<file path="config.mk">
export PLATFORM = sky130hd
export DESIGN_NAME = countdown_timer
export DESIGN_NICKNAME = d
export VERILOG_FILES = /design/src/rtl/countdown_pkg.sv /design/src/rtl/countdown_timer.sv
export SDC_FILE = /design/constraint.sdc
export NUM_CORES = 1
export LEC_CHECK = 0
export ABC_AREA = 0
export CORE_MARGIN = 2
export CORE_UTILIZATION = 30
export CTS_BUF_LIST = sky130_fd_sc_hd__clkbuf_8
export DETAILED_ROUTE_END_ITERATION = 10
export GPL_TIMING_DRIVEN = 0
export PLACE_DENSITY = 0.55
export SYNTH_ARGS = -nofsm -noshare
export SYNTH_HDL_FRONTEND = slang
export SYNTH_SLANG_ARGS = --single-unit
export TNS_END_PERCENT = 20
</file>
<file path="constraint.sdc">
create_clock -name clock -period 1.6 [get_ports clock]
set_input_delay 0.16 -clock clock [delete_from_list [all_inputs] [get_ports clock]]
set_output_delay 0.16 -clock clock [all_outputs]
set_load 0.05 [all_outputs]
</file>
<file path="src/rtl/countdown_pkg.sv">
// Shared definitions for the countdown timer: the FSM state encoding and the
// default counter width.  The encoding is kept here so that any block that
// needs to decode timer state uses the same values.
package countdown_pkg;

   localparam int DEFAULT_WIDTH = 8;

   localparam logic [1:0] ST_IDLE   = 2'd0;
   localparam logic [1:0] ST_RUN    = 2'd1;
   localparam logic [1:0] ST_EXPIRE = 2'd2;

   typedef enum logic [1:0] {
      S_IDLE   = ST_IDLE,
      S_RUN    = ST_RUN,
      S_EXPIRE = ST_EXPIRE
   } timer_state_t;

endpackage

</file>
<file path="src/rtl/countdown_timer.sv">
// Loadable down-counter.  A start value N is taken over a valid/ready
// handshake while idle; the count then drops by one on every tick and done
// pulses for one cycle once zero is reached.  abort cancels a running count.
// Optional feature macro: COUNTDOWN_AUTO_RELOAD_EN -- when defined, the timer
// restarts from the last loaded value after every expiry and only abort
// returns it to idle.
module countdown_timer
   import countdown_pkg::*;
#(
   parameter int WIDTH = DEFAULT_WIDTH
) (
   input  logic             clock,
   input  logic             reset,
   input  logic             load_valid,
   output logic             load_ready,
   input  logic [WIDTH-1:0] load_value,
   input  logic             tick,
   input  logic             abort,
   output logic [WIDTH-1:0] count,
   output logic             busy,
   output logic             done
);

   localparam logic [WIDTH-1:0] ONE  = WIDTH'(1);
   localparam logic [WIDTH-1:0] ZERO = '0;

   timer_state_t state;

`ifdef COUNTDOWN_AUTO_RELOAD_EN
   logic [WIDTH-1:0] reloadReg;
`endif

   // Status outputs are pure decodes of the state register, so none of them
   // depends combinationally on an input.
   assign load_ready = (state == S_IDLE);
   assign busy       = (state != S_IDLE);
   assign done       = (state == S_EXPIRE);

   // Timer FSM together with the counter: abort wins over everything else
   // outside idle, and the count is only decremented from values of one or
   // more so it can never wrap.
   always_ff @(posedge clock or negedge reset) begin
      if (!reset) begin
         state <= S_IDLE;
         count <= ZERO;
`ifdef COUNTDOWN_AUTO_RELOAD_EN
         reloadReg <= ZERO;
`endif
      end else begin
         case (state)
            S_IDLE: begin
               if (load_valid) begin
                  count <= load_value;
`ifdef COUNTDOWN_AUTO_RELOAD_EN
                  reloadReg <= load_value;
`endif
                  state <= (load_value == ZERO) ? S_EXPIRE : S_RUN;
               end
            end
            S_RUN: begin
               if (abort) begin
                  count <= ZERO;
                  state <= S_IDLE;
               end else if (tick) begin
                  count <= count - ONE;
                  if (count == ONE) begin
                     state <= S_EXPIRE;
                  end
               end
            end
            S_EXPIRE: begin
               if (abort) begin
                  count <= ZERO;
                  state <= S_IDLE;
               end else begin
`ifdef COUNTDOWN_AUTO_RELOAD_EN
                  if (reloadReg != ZERO) begin
                     count <= reloadReg;
                     state <= S_RUN;
                  end
`else
                  state <= S_IDLE;
`endif
               end
            end
            default: begin
               count <= ZERO;
               state <= S_IDLE;
            end
         endcase
      end
   end

endmodule

</file>
==> results.py, run 1 <==
metrics = {
    "clock_network": {
        "clk_latency_ns": 0.23,
        "cts_hold_buf": 0,
        "h-tree-depth": 1,
        "cts.sinks": 10,
        "post-cts-setup-buffers": 0,
        "cts_tree": "built",
        "clk_path_buf_depth": 2,
        "cts.clk_slew.worst_paths_ns": 0.05,
        "root_buffer": "clkbuf_8",
        "numCtsBuffers": 3,
    },
    "synth": {
        "ys_async_sr_fraction_pct": 100,
        "synthTopCellsByCount": "dfrtp_1, o21ai_1, inv_1",
        "ys.flop_type": "dfrtp_1",
        "yosys.cell_count.top_type": "dfrtp_1",
        "synth-seq-cells": 10,
        "ys_warn_count": 0,
        "synth-edff-count": 0,
        "syn_area_um2": 677,
        "ys_seq_area_share_pct": 37.0,
        "synthTopCellsByArea": "dfrtp_1, o21ai_1, a22o_1",
        "yosys.area.top_type_share_pct": 37.0,
        "synth_fp_nets": 91,
        "synthCells": 76,
        "syn_avg_cell_area_um2": 8.91,
        "synth_cell_type_count": 29,
        "synth_top_area_cell": "dfrtp_1",
    },
    "critical_path": {
        "slowest_stage": "clkdlybuf4s50_1",
        "cp_top_family": "buffers and inverters",
        "crit_type": "register to output port",
        "cp_max_fo": 3,
        "cp_num_buf_inv": 1,
        "max_stage_delay_ns": 0.80,
        "r2r_start": "state[1]$_DFFE_PN0P_",
        "critPathRequiredTime_ns": 1.44,
        "path_cells": "clkdlybuf4s50_1",
        "critPathArrivalTime_ns": 1.39,
        "startpoint_type": "register",
        "end_kind": "output port",
        "crit_start": "count[7]$_DFFE_PN0P_",
    },
    "sta": {
        "fmax_mhz": 644,
        "finClkSkew_ns": 0.00206,
        "slew_headroom_pct": 66.1,
        "drv_slew": 0,
        "finalCritPeriodShare_pct": 97.0,
        "worst_pin_slew_ns": 0.507,
        "setup_viol": 0,
        "period_minus_slack_ns": 1.55,
        "hold_viol_final": 0,
        "rsz0062_at_grt": "false",
    },
    "cells_and_area": {
        "final_util_pct": 47.1,
        "fillCellCount": 224,
        "drive_gt1_share_pct": 17.5,
        "diodes": 0,
        "syn_to_final_growth_pct": 51.0,
        "multiInputGateArea_um2": 410,
        "final_area_um2": 1020,
        "nets": 119,
        "regArea_um2": 251,
    },
    "worst_hold_path": {
        "hold_path.class": "primary input to async pin",
    },
    "die": {
        "fp.dieW_um": 51.5,
        "die_h_um": 51.5,
        "start_util_pct": 31.2,
        "ios": 24,
        "core_area_um2": 2170,
        "die-area_um2": 2650,
        "rows": 17,
    },
    "grt": {
        "grt_pass1_wl_um": 3040,
        "grt_max_degree": 11,
        "track_usage_pct": 15.5,
        "overflow": 0,
        "antenna_found_initial": 0,
        "first_global_vias": 631,
    },
    "placement": {
        "dp_hpwl_um": 1420,
        "port_buffers": 23,
        "placement.cell_area_um2": 947,
        "gp_congestion": 0.832,
    },
    "routing": {
        "wl_per_cell_um": 14.8,
        "via_per_inst": 5.27,
        "num_vias": 691,
        "firstDrtPassIters": 4,
        "drt_iter0_drc": 33,
        "drt-total-wl_um": 1940,
        "drcViolationCount": 0,
        "ant_nets": 0,
    },
    "power": {
        "ir_drop_uv": 901,
        "powerDensity_nw_per_um2": 2140,
        "p_leak_nw": 0.462,
    },
    "status": {
        "outcome": "finished, final reports clean",
    },
    "job": {
        "max-cap-violations": 0,
    },
}
per-stage QoR:
step	TNS (ns)	total power (W)	instances	hold WS (ns)	setup slack, ns
2_1_floorplan	-0.209	0.00146	76	-0.136	-0.205
3_3_place_gp	-0.505	0.00188	127	0.506	-0.211
3_5_place_dp	-0.478	0.00188	127	0.522	-0.200
4_1_cts	-0.00758	0.00216	131	0.276	-0.00758
5_1_grt	0	0.00234	131	0.304	0.0000902
6_report	0	0.00219	131	0.253	0.0477
power by group:
| group | internal [W] | switching [W] | total, W |
|---|---|---|---|
| logic | 0.000494 | 0.000854 | 0.00135 |
| clock network | 0.000216 | 0.0000998 | 0.000316 |
| registers | 0.000360 | 0.000162 | 0.000523 |
| total | 0.00107 | 0.00112 | 0.00219 |
flip-flops by register name (all words and copies together) (netlist names):
register and flops:
count 8, state 2
final timing paths:
kind | end | slack, ns | depth (start not counted)
max in group asynchronous | count[0]$_DFFE_PN0P_ | 1.00 | 1
worst min register to register | count[7]$_DFFE_PN0P_ | 0.53 | 2
min in group clock | count[7]$_DFFE_PN0P_ | 0.53 | 2
worst min-delay path | count[2]$_DFFE_PN0P_ | 0.25 | 1
worst max-delay path | count[7] | 0.05 | 1
worst max register to register | count[0]$_DFFE_PN0P_ | 0.10 | 5
layer usage:
| metal | GRT usage, % | wire length [um] | vias up |
|---|---|---|---|
| li1 | - | - | 337 |
| met1 | 21.1 | 904 | 323 |
| met2 | 24.1 | 878 | 27 |
| met3 | 1.44 | 120 | 4 |
| met4 | 8.77 | 36 | 0 |
| met5 | 0 | 0 | - |
kinds of logic (layout without fill, tap and decap cells):
family          after synthesis  count (layout)  synth area share [%]
compound gates               27              27                  26.8
simple gates                 27              27                  23.3
flops                        10              10                  37.0
buf+inv                       8              35                  6.65
fa+ha+maj                     2               2                  3.70
xor+xnor                      2               2                  2.59
what timing repair did:
item                       in CTS  in global routing
pin swaps                       0                  0
setup endpoints to repair       8                 12
resized for setup              11                 10
cloned                          0                  0
cells in the final DEF, fill, tap and decap left out, types with 2 or more instances in the layout:
| cell type | n |
|---|---|
| clkdlybuf4s50_1 | 13 |
| nor3b_2 | 2 |
| buf_6 | 2 |
| a22o_1 | 3 |
| a21oi_1 | 5 |
| dlygate4sd2_1 | 5 |
| clkbuf_8 | 4 |
| o21ai_1 | 9 |
| inv_1 | 6 |
| nand2_1 | 5 |
| dfrtp_1 | 9 |
| a22oi_1 | 3 |
| dlymetal6s2s_1 | 2 |
| nor3_1 | 4 |
| nor4_1 | 2 |
| nor2_1 | 4 |
layout make-up:
cell class,count,area share [%]
multi-input combinational,58,40.1
sequential,10,24.6
timing repair buffer,23,22.0
clock buffer,4,5.39
tap,28,3.43
buffer,2,2.20
inverter,6,2.20
(Power assumes the default switching activity.)
==> run 2, diff against run 1 <==
--- a/config.mk
+++ b/config.mk
@@ -6,7 +6,7 @@
 export NUM_CORES = 1
 export LEC_CHECK = 0
 export ABC_AREA = 0
-export CORE_MARGIN = 2
+export CORE_MARGIN = 1.5
 export CORE_UTILIZATION = 30
 export CTS_BUF_LIST = sky130_fd_sc_hd__clkbuf_8
 export DETAILED_ROUTE_END_ITERATION = 10
@@ -15,4 +15,4 @@
 export SYNTH_ARGS = -nofsm -noshare
 export SYNTH_HDL_FRONTEND = slang
 export SYNTH_SLANG_ARGS = --single-unit
-export TNS_END_PERCENT = 20
+export TNS_END_PERCENT = 5
==> run 2 against run 1 <==
Against the previous run:
- worst setup slack got worse by 0.040 ns
- critical path depth increased by 2
- register-to-register slack got worse by 0.02 ns
- fmax decreased by 2.5%
- clock power decreased by 18%
- combinational power about the same
- clock-buffer cell count decreased by 1
- non-clock buffer count unchanged
==> results.py, run 2 (synthesis results as in run 1) <==
metrics = {
    "routing": {
        "drt_iter0_drc": 35,
        "wl_per_cell_um": 14.1,
        "drt-total-wl_um": 1830,
        "num_vias": 673,
        "drcViolationCount": 0,
        "firstDrtPassIters": 4,
        "ant_nets": 0,
        "via_per_inst": 5.18,
    },
    "die": {
        "core_area_um2": 2170,
        "rows": 17,
        "ios": 24,
        "fp.dieW_um": 50.5,
        "start_util_pct": 31.2,
        "die_h_um": 50.5,
        "die-area_um2": 2550,
    },
    "sta": {
        "worst_slack_ns": 0.00795,
        "fmax_mhz": 628,
        "setup_viol": 0,
        "worst_pin_slew_ns": 0.505,
        "slew_headroom_pct": 66.3,
        "rsz0062_at_grt": "true",
        "hold_viol_final": 0,
        "finClkSkew_ns": 0.00346,
        "drv_slew": 0,
        "finalCritPeriodShare_pct": 99.5,
        "period_minus_slack_ns": 1.59,
    },
    "placement": {
        "port_buffers": 23,
        "gp_congestion": 0.845,
        "dp_slack_ns": -0.191,
        "dp_hpwl_um": 1430,
    },
    "critical_path": {
        "slowest_stage": "dfrtp_1",
        "end_kind": "output port",
        "critPathRequiredTime_ns": 1.44,
        "cp_top_family": "buffers and inverters",
        "crit_type": "register to output port",
        "startpoint_type": "register",
        "cp_max_fo": 8,
        "path_cells": "nor2_4 > inv_1 > dlygate4sd2_1",
        "cp_num_buf_inv": 2,
        "critPathArrivalTime_ns": 1.43,
        "max_stage_delay_ns": 0.47,
    },
    "cells_and_area": {
        "largest_register_ffs": 8,
        "layout_commonest_cell": "clkdlybuf4s50_1",
        "top_register": "count",
        "diodes": 0,
        "reg_top3": "count (8), state (2)",
        "final_util_pct": 46.1,
        "nets": 119,
        "final_cell_mix": "clkdlybuf4s50_1, o21ai_1, dfrtp_1",
        "drive_gt1_share_pct": 14.7,
        "syn_to_final_growth_pct": 47.7,
    },
    "grt": {
        "overflow": 0,
        "grt_max_degree": 11,
        "first_global_vias": 665,
        "antenna_found_initial": 0,
        "track_usage_pct": 16.4,
        "grt_pass1_wl_um": 3060,
    },
    "clock_network": {
        "numCtsBuffers": 3,
        "post-cts-setup-buffers": 0,
        "h-tree-depth": 1,
        "cts_hold_buf": 0,
        "clk_path_buf_depth": 2,
        "cts.clk_slew.worst_paths_ns": 0.05,
        "cts.sinks": 10,
        "clk_latency_ns": 0.23,
        "cts_tree": "built",
        "root_buffer": "clkbuf_8",
    },
    "worst_hold_path": {
        "hold_path.class": "primary input to async pin",
    },
    "power": {
        "ir_drop_uv": 954,
        "powerDensity_nw_per_um2": 2100,
        "p_leak_nw": 0.456,
    },
    "status": {
        "outcome": "finished, final reports clean",
    },
    "job": {
        "max-cap-violations": 0,
    },
}
run 2: cell types whose count changed in the layout (fill, tap and decap cells not counted):
cell             previous run  this run
dlygate4sd2_1               5         6
nor3_1                      4         5
clkbuf_8                    4         3
nor3_2                      1         0
ha_2                        1         0
clkdlybuf4s15_1             1         0
ha_1                        1         2
run 2: worst paths after layout:
| path | startpoint | end | slack, ns | cells after the start |
|---|---|---|---|---|
| max | state[0]$_DFFE_PN0P_ | busy | 0.008 | 3 |
| min | reset | count[2]$_DFFE_PN0P_ | 0.25 | 1 |
| max reg2reg | count[0]$_DFFE_PN0P_ | count[4]$_DFFE_PN0P_ | 0.08 | 6 |
| min reg2reg | count[7]$_DFFE_PN0P_ | count[7]$_DFFE_PN0P_ | 0.52 | 2 |
| max in group asynchronous | reset | count[0]$_DFFE_PN0P_ | 1.00 | 1 |
| min in group clock | count[7]$_DFFE_PN0P_ | count[7]$_DFFE_PN0P_ | 0.52 | 2 |
run 2: per-stage QoR:
stage | cells | power (W) | cell area (um2) | TNS (ns) | hold slack (ns)
finish | 130 | 0.00210 | 1000 | 0 | 0.254
global route | 130 | 0.00226 | 1000 | -0.0659 | 0.315
CTS | 130 | 0.00209 | 986 | 0 | 0.281
detailed placement | 127 | 0.00187 | 947 | -0.452 | 0.517
global placement | 127 | 0.00188 | 947 | -0.507 | 0.507
floorplan | 76 | 0.00146 | 682 | -0.209 | -0.136
run 2: per-layer routing:
layer | GRT usage [%] | vias to the layer above | wire [um] | share of wire, %
li1 | - | 336 | - | -
met2 | 23.0 | 29 | 778 | 42
met5 | 0 | - | 0 | 0
met3 | 2.38 | 6 | 103 | 5.6
met4 | 10.4 | 0 | 47 | 2.6
met1 | 23.5 | 302 | 903 | 49
run 2: where the power goes:
group	internal (W)	switching (W)
Combinational	0.000486	0.000839
Sequential	0.000361	0.000159
Clock	0.000164	0.0000934
run 2: final cells by class:
| cell class | instances | area [um2] |
|---|---|---|
| plain buffers | 2 | 22.5 |
| repair buffers | 23 | 224 |
| inverters | 6 | 22.5 |
| flip-flops and latches | 10 | 251 |
| multi-input cells | 58 | 403 |
| clock buffers | 3 | 41.3 |
| well taps | 28 | 35.0 |
| fillers | 218 | 1170 |
run 2: worst reg2reg max path, stage by stage (launching register included):
cell and delay, ns:
dfrtp_2 0.41, inv_1 0.06, ha_1 0.23, nor3b_2 0.17, xor2_1 0.15, a22o_1 0.21
a22o_1 0.19
run 2: what timing repair did:
action	4_1_cts	5_1_grt
gates resized for setup	11	7
endpoints found under the setup margin	8	6
cloned	0	0
pin swaps	0	0
==> run 3, diff against run 2 <==
--- a/config.mk
+++ b/config.mk
@@ -11,7 +11,8 @@
 export CTS_BUF_LIST = sky130_fd_sc_hd__clkbuf_8
 export DETAILED_ROUTE_END_ITERATION = 10
 export GPL_TIMING_DRIVEN = 0
-export PLACE_DENSITY = 0.55
+export PLACE_DENSITY = 0.56
+export SETUP_SLACK_MARGIN = 0.3
 export SYNTH_ARGS = -nofsm -noshare
 export SYNTH_HDL_FRONTEND = slang
 export SYNTH_SLANG_ARGS = --single-unit
==> run 3 against run 2 <==
Against the previous run:
- largest power group unchanged
- hold slack better by 0.012 ns
- clock power is 7% higher
- power is 8.0% higher
- cell count is 3.1% higher
- register-to-register slack better by 0.08 ns
- fmax is 9.3% higher
- wire length is 9.7% higher
- sequential cell count stayed put
- first-iteration DRC count is 80% lower
- die area stayed put
- global-route usage is 0.86 points higher
- highest routed layer unchanged
- critical endpoint is now count[4]
- cell area is 5.4% higher
==> results.py, run 3 (synthesis results as in run 1) <==
metrics = {
    "critical_path": {
        "critPathArrivalTime_ns": 1.30,
        "critPathRequiredTime_ns": 1.44,
        "cp_top_family": "buffers and inverters",
        "end_kind": "output port",
        "startpoint_type": "register",
        "crit_type": "register to output port",
        "max_stage_delay_ns": 0.57,
        "slowest_stage": "dlygate4sd2_1",
        "cp_num_buf_inv": 1,
        "cp_max_fo": 6,
        "path_cells": "dlygate4sd2_1",
    },
    "clock_network": {
        "cts.clk_slew.worst_paths_ns": 0.05,
        "cts.sinks": 10,
        "clk_latency_ns": 0.24,
        "root_buffer": "clkbuf_8",
        "clk_path_buf_depth": 2,
        "cts_tree": "built",
        "cts_hold_buf": 0,
        "numCtsBuffers": 3,
        "h-tree-depth": 1,
    },
    "die": {
        "core_area_um2": 2170,
        "ios": 24,
        "die-area_um2": 2550,
        "rows": 17,
        "start_util_pct": 31.2,
        "fp.dieW_um": 50.5,
        "die_h_um": 50.5,
    },
    "placement": {
        "placement.cell_area_um2": 983,
        "port_buffers": 23,
        "dp_hpwl_um": 1460,
        "gp_congestion": 0.854,
    },
    "cells_and_area": {
        "nets": 122,
        "syn_to_final_growth_pct": 55.6,
        "final_area_um2": 1050,
        "diodes": 0,
        "largest_register_ffs": 8,
        "final_cell_mix": "clkdlybuf4s50_1, o21ai_1, dfrtp_1, dlygate4sd2_1",
        "reg_top3": "count (8), state (2)",
        "layout_commonest_cell": "clkdlybuf4s50_1",
        "fillCellCount": 222,
        "drive_gt1_share_pct": 29.2,
        "top_register": "count",
    },
    "routing": {
        "drt-total-wl_um": 2010,
        "drcViolationCount": 0,
        "num_vias": 690,
        "firstDrtPassIters": 4,
        "ant_nets": 0,
        "drt_iter0_drc": 7,
        "wl_per_cell_um": 15.0,
        "via_per_inst": 5.15,
    },
    "power": {
        "ir_drop_uv": 944,
        "powerDensity_nw_per_um2": 2160,
        "p_leak_nw": 0.456,
    },
    "grt": {
        "overflow": 0,
        "first_global_vias": 687,
        "grt_max_degree": 11,
        "grt_pass1_wl_um": 3310,
        "track_usage_pct": 17.3,
        "antenna_found_initial": 0,
    },
    "sta": {
        "slew_headroom_pct": 65.6,
        "rsz0062_at_grt": "true",
        "period_minus_slack_ns": 1.46,
        "hold_viol_final": 0,
        "worst_pin_slew_ns": 0.515,
        "finalCritPeriodShare_pct": 91.0,
        "finClkSkew_ns": 0.00496,
        "drv_slew": 0,
        "holdWs_ns": 0.265,
        "fmax_mhz": 687,
        "setup_viol": 0,
    },
    "job": {
        "max-cap-violations": 0,
    },
    "worst_hold_path": {
        "hold_path.class": "primary input to async pin",
    },
    "status": {
        "outcome": "finished, final reports clean",
    },
}
run 3: final cells by class:
class / instances / area, um2 / share of cell area (%)
Clock inverter: 1 / 3.75 / 0.356
Inverter: 6 / 22.5 / 2.14
Sequential cell: 10 / 255 / 24.2
Multi-Input combinational cell: 58 / 453 / 43.0
Clock buffer: 3 / 41.3 / 3.92
Timing Repair Buffer: 26 / 220 / 20.9
Tap cell: 28 / 35.0 / 3.33
Buffer: 2 / 22.5 / 2.14
run 3: path summary, 6_finish.rpt:
path                                           start                   end  slack [ns]  depth (start not counted)
worst max-delay path            count[4]$_DFFE_PN0P_              count[4]        0.14                          1
worst min-delay path                           reset  count[2]$_DFFE_PN0P_        0.27                          1
worst max register to register  state[1]$_DFFE_PN0P_  count[0]$_DFFE_PN0P_        0.16                          5
worst min register to register  count[7]$_DFFE_PN0P_  count[7]$_DFFE_PN0P_        0.53                          2
max in group asynchronous                      reset  state[0]$_DFFE_PN0P_        0.96                          1
min in group clock              count[7]$_DFFE_PN0P_  count[7]$_DFFE_PN0P_        0.53                          2
run 3: stage by stage:
stage / util, % / total power, W / std cells / worst slack, ns / TNS, ns
floorplan: - / 0.00153 / 76 / 0.0433 / 0
global placement: 45.3 / 0.00195 / 127 / -0.137 / -0.374
detailed placement: 45.3 / 0.00196 / 127 / -0.120 / -0.268
CTS: 47.1 / 0.00217 / 131 / 0.0579 / 0
global route: 48.6 / 0.00244 / 134 / 0.0999 / 0
finish: 48.6 / 0.00227 / 134 / 0.143 / 0
run 3: repair_timing:
item                       CTS  global route
gates resized for setup     16            19
buffers inserted             0             2
setup endpoints to repair   21            21
gates cloned                 0             1
pin swaps                    0             2
run 3: layer usage:
layer  part of all wire [%]  routed length (um)  GRT usage [%]  vias to the layer above
li1                       -                   -              -                      343
met1                     46                 925           23.9                      318
met2                     47                 935           26.1                       25
met3                    6.0                 121           4.76                        4
met4                    1.4                  28           5.41                        0
met5                      0                   0              0                        -
run 3: report_power, final:
| group | switching [W] | internal, W |
|---|---|---|
| Combinational | 0.000892 | 0.000544 |
| Sequential | 0.000193 | 0.000367 |
| Clock | 0.000106 | 0.000169 |
| Total | 0.00119 | 0.00108 |
